File: src/rtl/mem_port_arbiter.sv
// mem_port_arbiter: shares one RAM port between an instruction-fetch (IF) and a data-memory (DM) requester
// Ports:
//   clk, reset                  clock and asynchronous active-high reset
//   if_req/if_addr              fetch request and byte address
//   if_rdata/if_ack             registered fetch word and one-cycle completion pulse
//   dm_req/dm_rw/dm_size/dm_se  data request, store flag, size and load sign-extend
//   dm_addr/dm_wdata            data byte address and store data
//   dm_rdata/dm_ack             registered load data and one-cycle completion pulse
//   mem_a/mem_di/mem_size/mem_rw/mem_e/mem_se/mem_do  shared RAM port
//   gnt_if/gnt_dm               current RAM owner, high only while accessing
module mem_port_arbiter #(
    parameter int WAIT_CYCLES = 0,
    parameter int STARVE_MAX  = 3
) (
    input  logic        clk,
    input  logic        reset,
    input  logic        if_req,
    input  logic [8:0]  if_addr,
    output logic [31:0] if_rdata,
    output logic        if_ack,
    input  logic        dm_req,
    input  logic        dm_rw,
    input  logic [1:0]  dm_size,
    input  logic        dm_se,
    input  logic [8:0]  dm_addr,
    input  logic [31:0] dm_wdata,
    output logic [31:0] dm_rdata,
    output logic        dm_ack,
    output logic [8:0]  mem_a,
    output logic [31:0] mem_di,
    output logic [1:0]  mem_size,
    output logic        mem_rw,
    output logic        mem_e,
    output logic        mem_se,
    input  logic [31:0] mem_do,
    output logic        gnt_if,
    output logic        gnt_dm
);
    localparam int WW = $clog2(WAIT_CYCLES + 2);
    localparam int SW = $clog2(STARVE_MAX + 2);
    localparam logic [WW-1:0] WMAX = WW'(WAIT_CYCLES);
    localparam logic [SW-1:0] SMAX = SW'(STARVE_MAX);
    typedef enum logic [1:0] {IDLE, ACC, RESP} state_t;
    state_t        state_q, state_d;
    logic          dm_own_q, dm_own_d;
    logic [8:0]    a_q, a_d;
    logic [31:0]   di_q, di_d;
    logic [1:0]    size_q, size_d;
    logic          rw_q, rw_d;
    logic          se_q, se_d;
    logic [WW-1:0] wcnt_q, wcnt_d;
    logic [SW-1:0] starve_q, starve_d;
    logic [31:0]   if_rdata_q, if_rdata_d;
    logic [31:0]   dm_rdata_q, dm_rdata_d;
    logic          if_win, acc;
    // IF wins when alone, or on a tie once it has lost STARVE_MAX ties in a row
    assign if_win = if_req && (!dm_req || starve_q >= SMAX);
    always_comb begin
        state_d    = state_q;
        dm_own_d   = dm_own_q;
        a_d        = a_q;
        di_d       = di_q;
        size_d     = size_q;
        rw_d       = rw_q;
        se_d       = se_q;
        wcnt_d     = wcnt_q;
        starve_d   = starve_q;
        if_rdata_d = if_rdata_q;
        dm_rdata_d = dm_rdata_q;
        case (state_q)
            IDLE: if (if_req || dm_req) begin
                state_d  = ACC;
                dm_own_d = !if_win;
                wcnt_d   = WMAX;
                a_d      = if_win ? if_addr : dm_addr;
                di_d     = if_win ? '0 : dm_wdata;
                size_d   = if_win ? 2'b10 : dm_size;
                rw_d     = if_win ? 1'b0 : dm_rw;
                se_d     = if_win ? 1'b0 : dm_se;
                starve_d = if_win ? '0 : (if_req && starve_q < SMAX) ? starve_q + 1'b1 : starve_q;
            end
            ACC: if (wcnt_q != '0) begin
                wcnt_d = wcnt_q - 1'b1;
            end else begin
                state_d    = RESP;
                if_rdata_d = (!rw_q && !dm_own_q) ? mem_do : if_rdata_q;
                dm_rdata_d = (!rw_q && dm_own_q) ? mem_do : dm_rdata_q;
            end
            default: state_d = IDLE;
        endcase
    end
    always_ff @(posedge clk or posedge reset) begin
        if (reset) begin
            state_q    <= IDLE;
            dm_own_q   <= 1'b0;
            a_q        <= '0;
            di_q       <= '0;
            size_q     <= '0;
            rw_q       <= 1'b0;
            se_q       <= 1'b0;
            wcnt_q     <= '0;
            starve_q   <= '0;
            if_rdata_q <= '0;
            dm_rdata_q <= '0;
        end else begin
            state_q    <= state_d;
            dm_own_q   <= dm_own_d;
            a_q        <= a_d;
            di_q       <= di_d;
            size_q     <= size_d;
            rw_q       <= rw_d;
            se_q       <= se_d;
            wcnt_q     <= wcnt_d;
            starve_q   <= starve_d;
            if_rdata_q <= if_rdata_d;
            dm_rdata_q <= dm_rdata_d;
        end
    end
    // RAM port is driven only from latched fields, and only while accessing
    assign acc      = state_q == ACC;
    assign mem_e    = acc;
    assign mem_a    = acc ? a_q : '0;
    assign mem_di   = acc ? di_q : '0;
    assign mem_size = acc ? size_q : '0;
    assign mem_rw   = acc && rw_q;
    assign mem_se   = acc && se_q;
    assign gnt_if   = acc && !dm_own_q;
    assign gnt_dm   = acc && dm_own_q;
    assign if_ack   = state_q == RESP && !dm_own_q;
    assign dm_ack   = state_q == RESP && dm_own_q;
    assign if_rdata = if_rdata_q;
    assign dm_rdata = dm_rdata_q;
endmodule

File: config.mk
export PLATFORM = sky130hd
export DESIGN_NAME = mem_port_arbiter
export DESIGN_NICKNAME = d
export VERILOG_FILES = /design/src/rtl/mem_port_arbiter.sv
export SDC_FILE = /design/constraint.sdc
export NUM_CORES = 1
export LEC_CHECK = 0
export CORE_ASPECT_RATIO = 0.9
export CORE_MARGIN = 3
export CORE_UTILIZATION = 46
export DETAILED_ROUTE_END_ITERATION = 8
export GPL_TIMING_DRIVEN = 0
export PLACE_DENSITY = 0.88
export SLEW_MARGIN = 20
export SYNTH_ARGS = -nofsm -noshare
export SYNTH_HDL_FRONTEND = slang
export SYNTH_SLANG_ARGS = --single-unit
File: constraint.sdc
create_clock -name clk -period 10.75 [get_ports clk]
set_clock_uncertainty 0.1 [all_clocks]
set_input_delay 2.6875 -clock clk [delete_from_list [all_inputs] [get_ports clk]]
set_output_delay 2.6875 -clock clk [all_outputs]
set_load 0.02 [all_outputs]
==> results of run 1 <==
[logic make-up after synthesis]
group | after synthesis | synth area share
buffers and inverters | 29 | 0.0323
AO/OA/AOI/OAI | 61 | 0.113
AND/OR/NAND/NOR | 63 | 0.0886
adder cells (fa/ha/maj) | 2 | 0.00529
multiplexers | 64 | 0.152
flip-flops | 115 | 0.608
[stage by stage]
stage,cell area [sq um],utilization
after floorplan,4730,-
after global placement,6920,0.704
after detailed placement,6950,0.707
after CTS,7530,0.766
after global routing,7530,0.766
final,7530,0.766
[cell usage after synthesis (3+ instances only)]
cell type  instances
and2_1            46
buf_2             11
a221o_1            9
buf_6              4
mux2_1            32
a21boi_0           9
dfrtp_1          115
a22o_1            35
nand2_1            3
mux2_2            32
inv_1              7
nor2_1             3
clkbuf_1           7
[worst paths after layout]
kind	startpoint	end	cells past startpoint
setup / recovery	state_q[1]	mem_di[13]	6
hold / removal	dm_rdata[12]	dm_rdata[12]	1
setup reg to reg	starve_q[0]	rw_q	7
hold reg to reg	dm_rdata[12]	dm_rdata[12]	1
max in group asynchronous	reset	if_rdata[13]	3
min in group asynchronous	reset	dm_rdata[5]	2
[registers in the layout, summed over array words and instances (netlist names), 2 cells and up]
| register | cells |
|---|---|
| state_q | 2 |
| di_q | 32 |
| dm_rdata | 32 |
| starve_q | 3 |
| size_q | 2 |
| a_q | 9 |
| if_rdata | 32 |
[critical path: cells and delay by family (launching register included)]
family / cells / cell delay, ps
buffers and inverters: 4 / 1440
DFF: 1 / 420
and+or+nand+nor: 2 / 410
[layout make-up]
cell class / count / area (sq um)
tap: 126 / 158
multi-input combinational: 190 / 1700
timing repair buffer: 204 / 2060
fill: 586 / 2300
sequential: 115 / 2880
buffer: 22 / 126
clock inverter: 8 / 76.3
inverter: 7 / 31.3
clock buffer: 23 / 498
[where the power goes]
group / internal (mW) / switching [mW] / total [mW] / leakage (nW)
Sequential: 0.656 / 0.130 / 0.787 / 1.41
Combinational: 0.592 / 0.555 / 1.15 / 1.57
Clock: 0.346 / 0.187 / 0.534 / 0.277
Total: 1.60 / 0.872 / 2.47 / 3.25
[layer usage]
layer | vias to the layer above | track usage | wire length [microns]
met5 | - | 0 | 0
met4 | 0 | 0.0795 | 148
met3 | 12 | 0.0776 | 1230
met2 | 173 | 0.376 | 6060
met1 | 1765 | 0.281 | 5270
li1 | 1636 | - | -
==> results.md, run 1 <==
- RSZ-0062 raised after global routing: false
- Top post-synthesis cells by area: dfrtp_1, mux2_1, mux2_2
- GRT Util Overall: 0.227
- DR vias: approximately 3,600
- Reg-to-reg slack, setup: between 8000 and 9000 ps
- Largest net degree at the start of global routing: 64
- H-tree depth: 4
- Async SR Flop Fraction: 1.00
- Mapped Area: between 4000 and 5000 sq um
- Worst-Skew Late Latency: a little under 400 ps
- Max-Cap Viols: 0
- Clock Sinks: approximately 120
- Final #Nets: around 650
- Fin. max-slew vios: 0
- Cells along the critical path: nand2b_4 -> inv_1 -> clkbuf_1 -> clkbuf_1 -> and2_1 -> clkdlybuf4s50_1
- Final worst path period share: 0.507
- Crit. End Element: output pin
- Quantity of gates resized following cts: 0
- Placed cell count: 664
- DRC: 0
- Initial antenna violation count: 0
- Most frequent CP cell: clkbuf_1
- Min setup slack post-route: 5300 ps
- WS Path Type: reg2out
- LEAKAGE: 3.25 nW
- #FFs+latches synth: 115
- IO buf count: 203
- Worst min path class: reg2reg
- Critical path arrival: between 2000 and 3000 ps
- Fmax: ~180 MHz
- Worst path required time: about 8000 ps
- # diodes: 0
- RD Place Congestion: 0.825
- Max incr delay on CP: between 600 and 700 ps
- Post-synth top flop: dfrtp_1
- Place WS: about 5700 ps
- Most common cell after layout, fill and taps aside: clkdlybuf4s50_1
- Number of global-route vias before repair: about 3,900
- Vias per cell: roughly 5.2
- Row count: 34
- VDD IR max: ~0.00024 V
- Max stage delay cell, worst path: clkdlybuf4s50_1
- Post-CTS Setup Inserts: 0
- Syn Area/Cell: 14.2 sq um
- Yosys top cell by area: dfrtp_1
- Setup total negative slack: 0 ps
- Post-synth EDFFs: 0
- DP HPWL: about 9.3 mm
- Register area share after synthesis: 0.608
- Die width: about 110 microns
- Max_slew headroom: 0.618
- Initial drt markers: 122
- Clock Path Buffers: 2
- Initial core utilization: 0.481
- DRT Wirelength: roughly 13 mm
- Hold WS: 385 ps
- Synth cell types: 31
- Die area: 11,500 sq um
- Tot Pwr: roughly 2.5 mW
- Gr ovfl total: 0
- Synth warn: 0
- Mapped Nets: about 430
- I/O Pins: between 200 and 250
- Hold-fix buffers, CTS: 0
- First-pass GRT wire length: 20.3 mm
- P&R area growth vs syn: 59.1%
- Worst Path Max Fanout: 10
- Status: complete, no violations
- Final Hold Viols: 0
- Inserted Clock Buffers: 17
- Reg clk slew, reported paths: 50 ps
- Floorplan core area: a little under 10,000 sq um
- Final cell count without fillers: slightly below 700
- Final ANT Viol Nets: 0
- Wire per inst: ~18 microns
- Post-layout minimum cycle time: about 5500 ps
- # setup viols final: 0
- CTS tree: yes
- Share of post-route cells with drive strength above 1: 0.151
- Critical Path Start Type: flop
- Post-synth top area share: 0.608
- Die Y: about 100 microns
- Power per cell area: between 300 and 400 nW/um^2
- Mapped Cells: between 300 and 400
- Worst Max-Slew Pin Slew: between 500 and 600 ps
- Drt first pass iters: 4
- Clock Tree Root: clkbuf_16
- Commonest cells after routing, fill and taps aside: clkdlybuf4s50_1, dfrtp_1, and2_1
No activity file was read; power rests on OpenSTA's default activity.
==> run 2, diff against run 1 <==
--- a/config.mk
+++ b/config.mk
@@ -7,10 +7,10 @@
 export LEC_CHECK = 0
 export CORE_ASPECT_RATIO = 0.9
 export CORE_MARGIN = 3
-export CORE_UTILIZATION = 46
+export CORE_UTILIZATION = 42
 export DETAILED_ROUTE_END_ITERATION = 8
 export GPL_TIMING_DRIVEN = 0
-export PLACE_DENSITY = 0.88
+export PLACE_DENSITY = 0.82
 export SLEW_MARGIN = 20
 export SYNTH_ARGS = -nofsm -noshare
 export SYNTH_HDL_FRONTEND = slang
==> constraint.sdc (replaced) <==
create_clock -name clk -period 5.55 [get_ports clk]
set_clock_uncertainty 0.1 [all_clocks]
set_input_delay 1.3875 -clock clk [delete_from_list [all_inputs] [get_ports clk]]
set_output_delay 1.3875 -clock clk [all_outputs]
set_load 0.02 [all_outputs]
==> results.md, run 2 (synthesis gave the netlist of run 1 again) <==
- Clock Tree Root: clkbuf_16
- Final cell count without fillers: 721 (+3.7%)
- Inserted Clock Buffers: 17 (unchanged)
- Final #Nets: 649 (unchanged)
- GRT Util Overall: 0.205 (-0.0219)
- Gr ovfl total: 0 (unchanged)
- H-tree depth: 4 (unchanged)
- Share of post-route cells with drive strength above 1: 0.153 (+0.00176)
- Initial drt markers: 165 (+35%)
- Hold-fix buffers, CTS: 0 (unchanged)
- Power per cell area: 647 nW/um^2 (+97%)
- Drt first pass iters: 4 (unchanged)
- Internal power: 3.28 mW (+110%)
- DP HPWL: 9.26 mm (-0.23%)
- Final Hold Viols: 0 (unchanged)
- Commonest cells after routing, fill and taps aside: clkdlybuf4s50_1, dfrtp_1, and2_1
- Number of global-route vias before repair: 3,908 (+0.44%)
- Critical Path Start Type: flop
- Wire per inst: 17.5 microns (-4.3%)
- DRT Wirelength: 12.6 mm (-0.68%)
- Die Y: 107 microns (+4.4%)
- Reg clk slew, reported paths: 50 ps (about the same)
- Logic pwr share: 0.448 (-0.017)
- Floorplan core area: 10,900 sq um (+11%)
- Die area: 12,600 sq um (+9.0%)
- Sequential share of power: 0.305 (-0.014)
- RD Place Congestion: 0.768 (-6.9%)
- Max-Cap Viols: 0 (unchanged)
- Sequential cell area: 2880 sq um (unchanged)
- Final ANT Viol Nets: 0 (unchanged)
- Multi-input logic area: 1700 sq um (unchanged)
- Post-CTS Setup Inserts: 0 (unchanged)
- Max stage delay cell, worst path: clkdlybuf4s50_1
- WS Path Type: reg2out
- CTS tree: yes
- RSZ-0062 raised after global routing: false
- DRC: 0 (unchanged)
- # diodes: 0 (unchanged)
- LEAKAGE: 3.31 nW (+1.8%)
- Initial antenna violation count: 0 (unchanged)
- Cells along the critical path: nand2b_4 -> inv_1 -> clkbuf_1 -> clkbuf_1 -> and2_1 -> clkdlybuf4s50_1
- IO buf count: 203 (unchanged)
- Crit. End Element: output pin
- Status: complete, no violations
- Final worst path period share: 0.738
- Filler cells: 782 (+33%)
- # setup viols final: 0 (unchanged)
- Placed cell count: 690 (+3.9%)
- Clock Sinks: 115 (unchanged)
- Sw Pwr: 1.67 mW (+92%)
- Worst path required time: 4060 ps (-3900 ps)
- Initial core utilization: 0.434 (-0.0474)
- Clock Path Buffers: 2 (unchanged)
- P&R area growth vs syn: 62.0%
- Fmax: between 200 and 250 MHz
- Max incr delay on CP: 610 ps (about the same)
- Switching Fraction: 0.338 (-0.0158)
- Quantity of gates resized following cts: 0 (unchanged)
- DR vias: 3,596 (+0.28%)
- Clock network fraction of design power: 0.247 (+0.031)
- Largest net degree at the start of global routing: 69 (+7.8%)
- Final core utilization: 0.703 (-0.0630)
- Worst min path class: reg2reg
- Post-layout minimum cycle time: ~4100 ps
- Worst Path Max Fanout: 10 (unchanged)
- Vias per cell: 4.99 (-3.3%)
- Max_slew headroom: 0.697 (+0.0790)
- Row count: 36 (+5.9%)
- Fin. max-slew vios: 0 (unchanged)
- Die width: 118 microns (+4.4%)
- First-pass GRT wire length: 20.2 mm (-0.51%)
- I/O Pins: 204 (unchanged)
- Most frequent CP cell: clkbuf_1
- Hold WS: 380 ps (-5.50 ps)
- Worst Max-Slew Pin Slew: 455 ps (-118 ps)
- Most common cell after layout, fill and taps aside: clkdlybuf4s50_1
- Critical path arrival: 2610 ps (-60 ps)
- Worst-Skew Late Latency: 390 ps (about the same)
- VDD IR max: 0.000260 V (+9.4%)
run 2: path summary, 6_finish.rpt:
kind,end,cells past startpoint,slack (ps),startpoint
min in group asynchronous,di_q[3],2,1300,reset
setup / recovery,mem_a[3],6,1450,state_q[1]
hold / removal,dm_rdata[21],1,380,dm_rdata[21]
setup reg to reg,di_q[31],7,3470,starve_q[0]
max in group asynchronous,if_rdata[27],3,3390,reset
hold reg to reg,dm_rdata[21],1,380,dm_rdata[21]
run 2: metal layers:
layer | vias up | share of wire | track usage | wire length [microns]
met4 | 0 | 0.015 | 0.0795 | 190
met1 | 1761 | 0.43 | 0.253 | 5470
met5 | - | 0 | 0 | 0
met2 | 170 | 0.47 | 0.331 | 5930
met3 | 16 | 0.081 | 0.0749 | 1030
li1 | 1649 | - | - | -
run 2: power groups by stage:
stage | clock network [mW] | registers, mW | logic [mW]
after floorplan | 0 | 1.76 | 0.956
final | 1.22 | 1.51 | 2.22
after global routing | 1.28 | 1.56 | 2.37
after global placement | 0 | 1.49 | 2.19
after CTS | 1.24 | 1.52 | 2.25
after detailed placement | 0 | 1.52 | 2.24
run 2: through the flow:
stage	TNS, ps	area (sq um)	power [mW]	setup WS (ps)
4_1_cts	0	7660	5.01	1390
3_3_place_gp	-52410	6950	3.69	-463
3_5_place_dp	0	6980	3.76	1880
6_report	0	7660	4.96	1450
5_1_grt	0	7660	5.21	1280
2_1_floorplan	0	4730	2.72	1020
run 2: worst max-delay path: cells and delay by family, from the launching register on:
kind	cells	cell delay [ps]
DFF	1	410
buffers and inverters	4	1410
and+or+nand+nor	2	410
run 2: cell type report:
| cell class | count | share of cell area |
|---|---|---|
| plain buffers | 22 | 0.0165 |
| clock buffers | 23 | 0.0663 |
| clock inverters | 8 | 0.0220 |
| repair buffers | 204 | 0.269 |
| flip-flops and latches | 115 | 0.376 |
| multi-input cells | 190 | 0.222 |
| well taps | 152 | 0.0248 |
| inverters | 7 | 0.00408 |
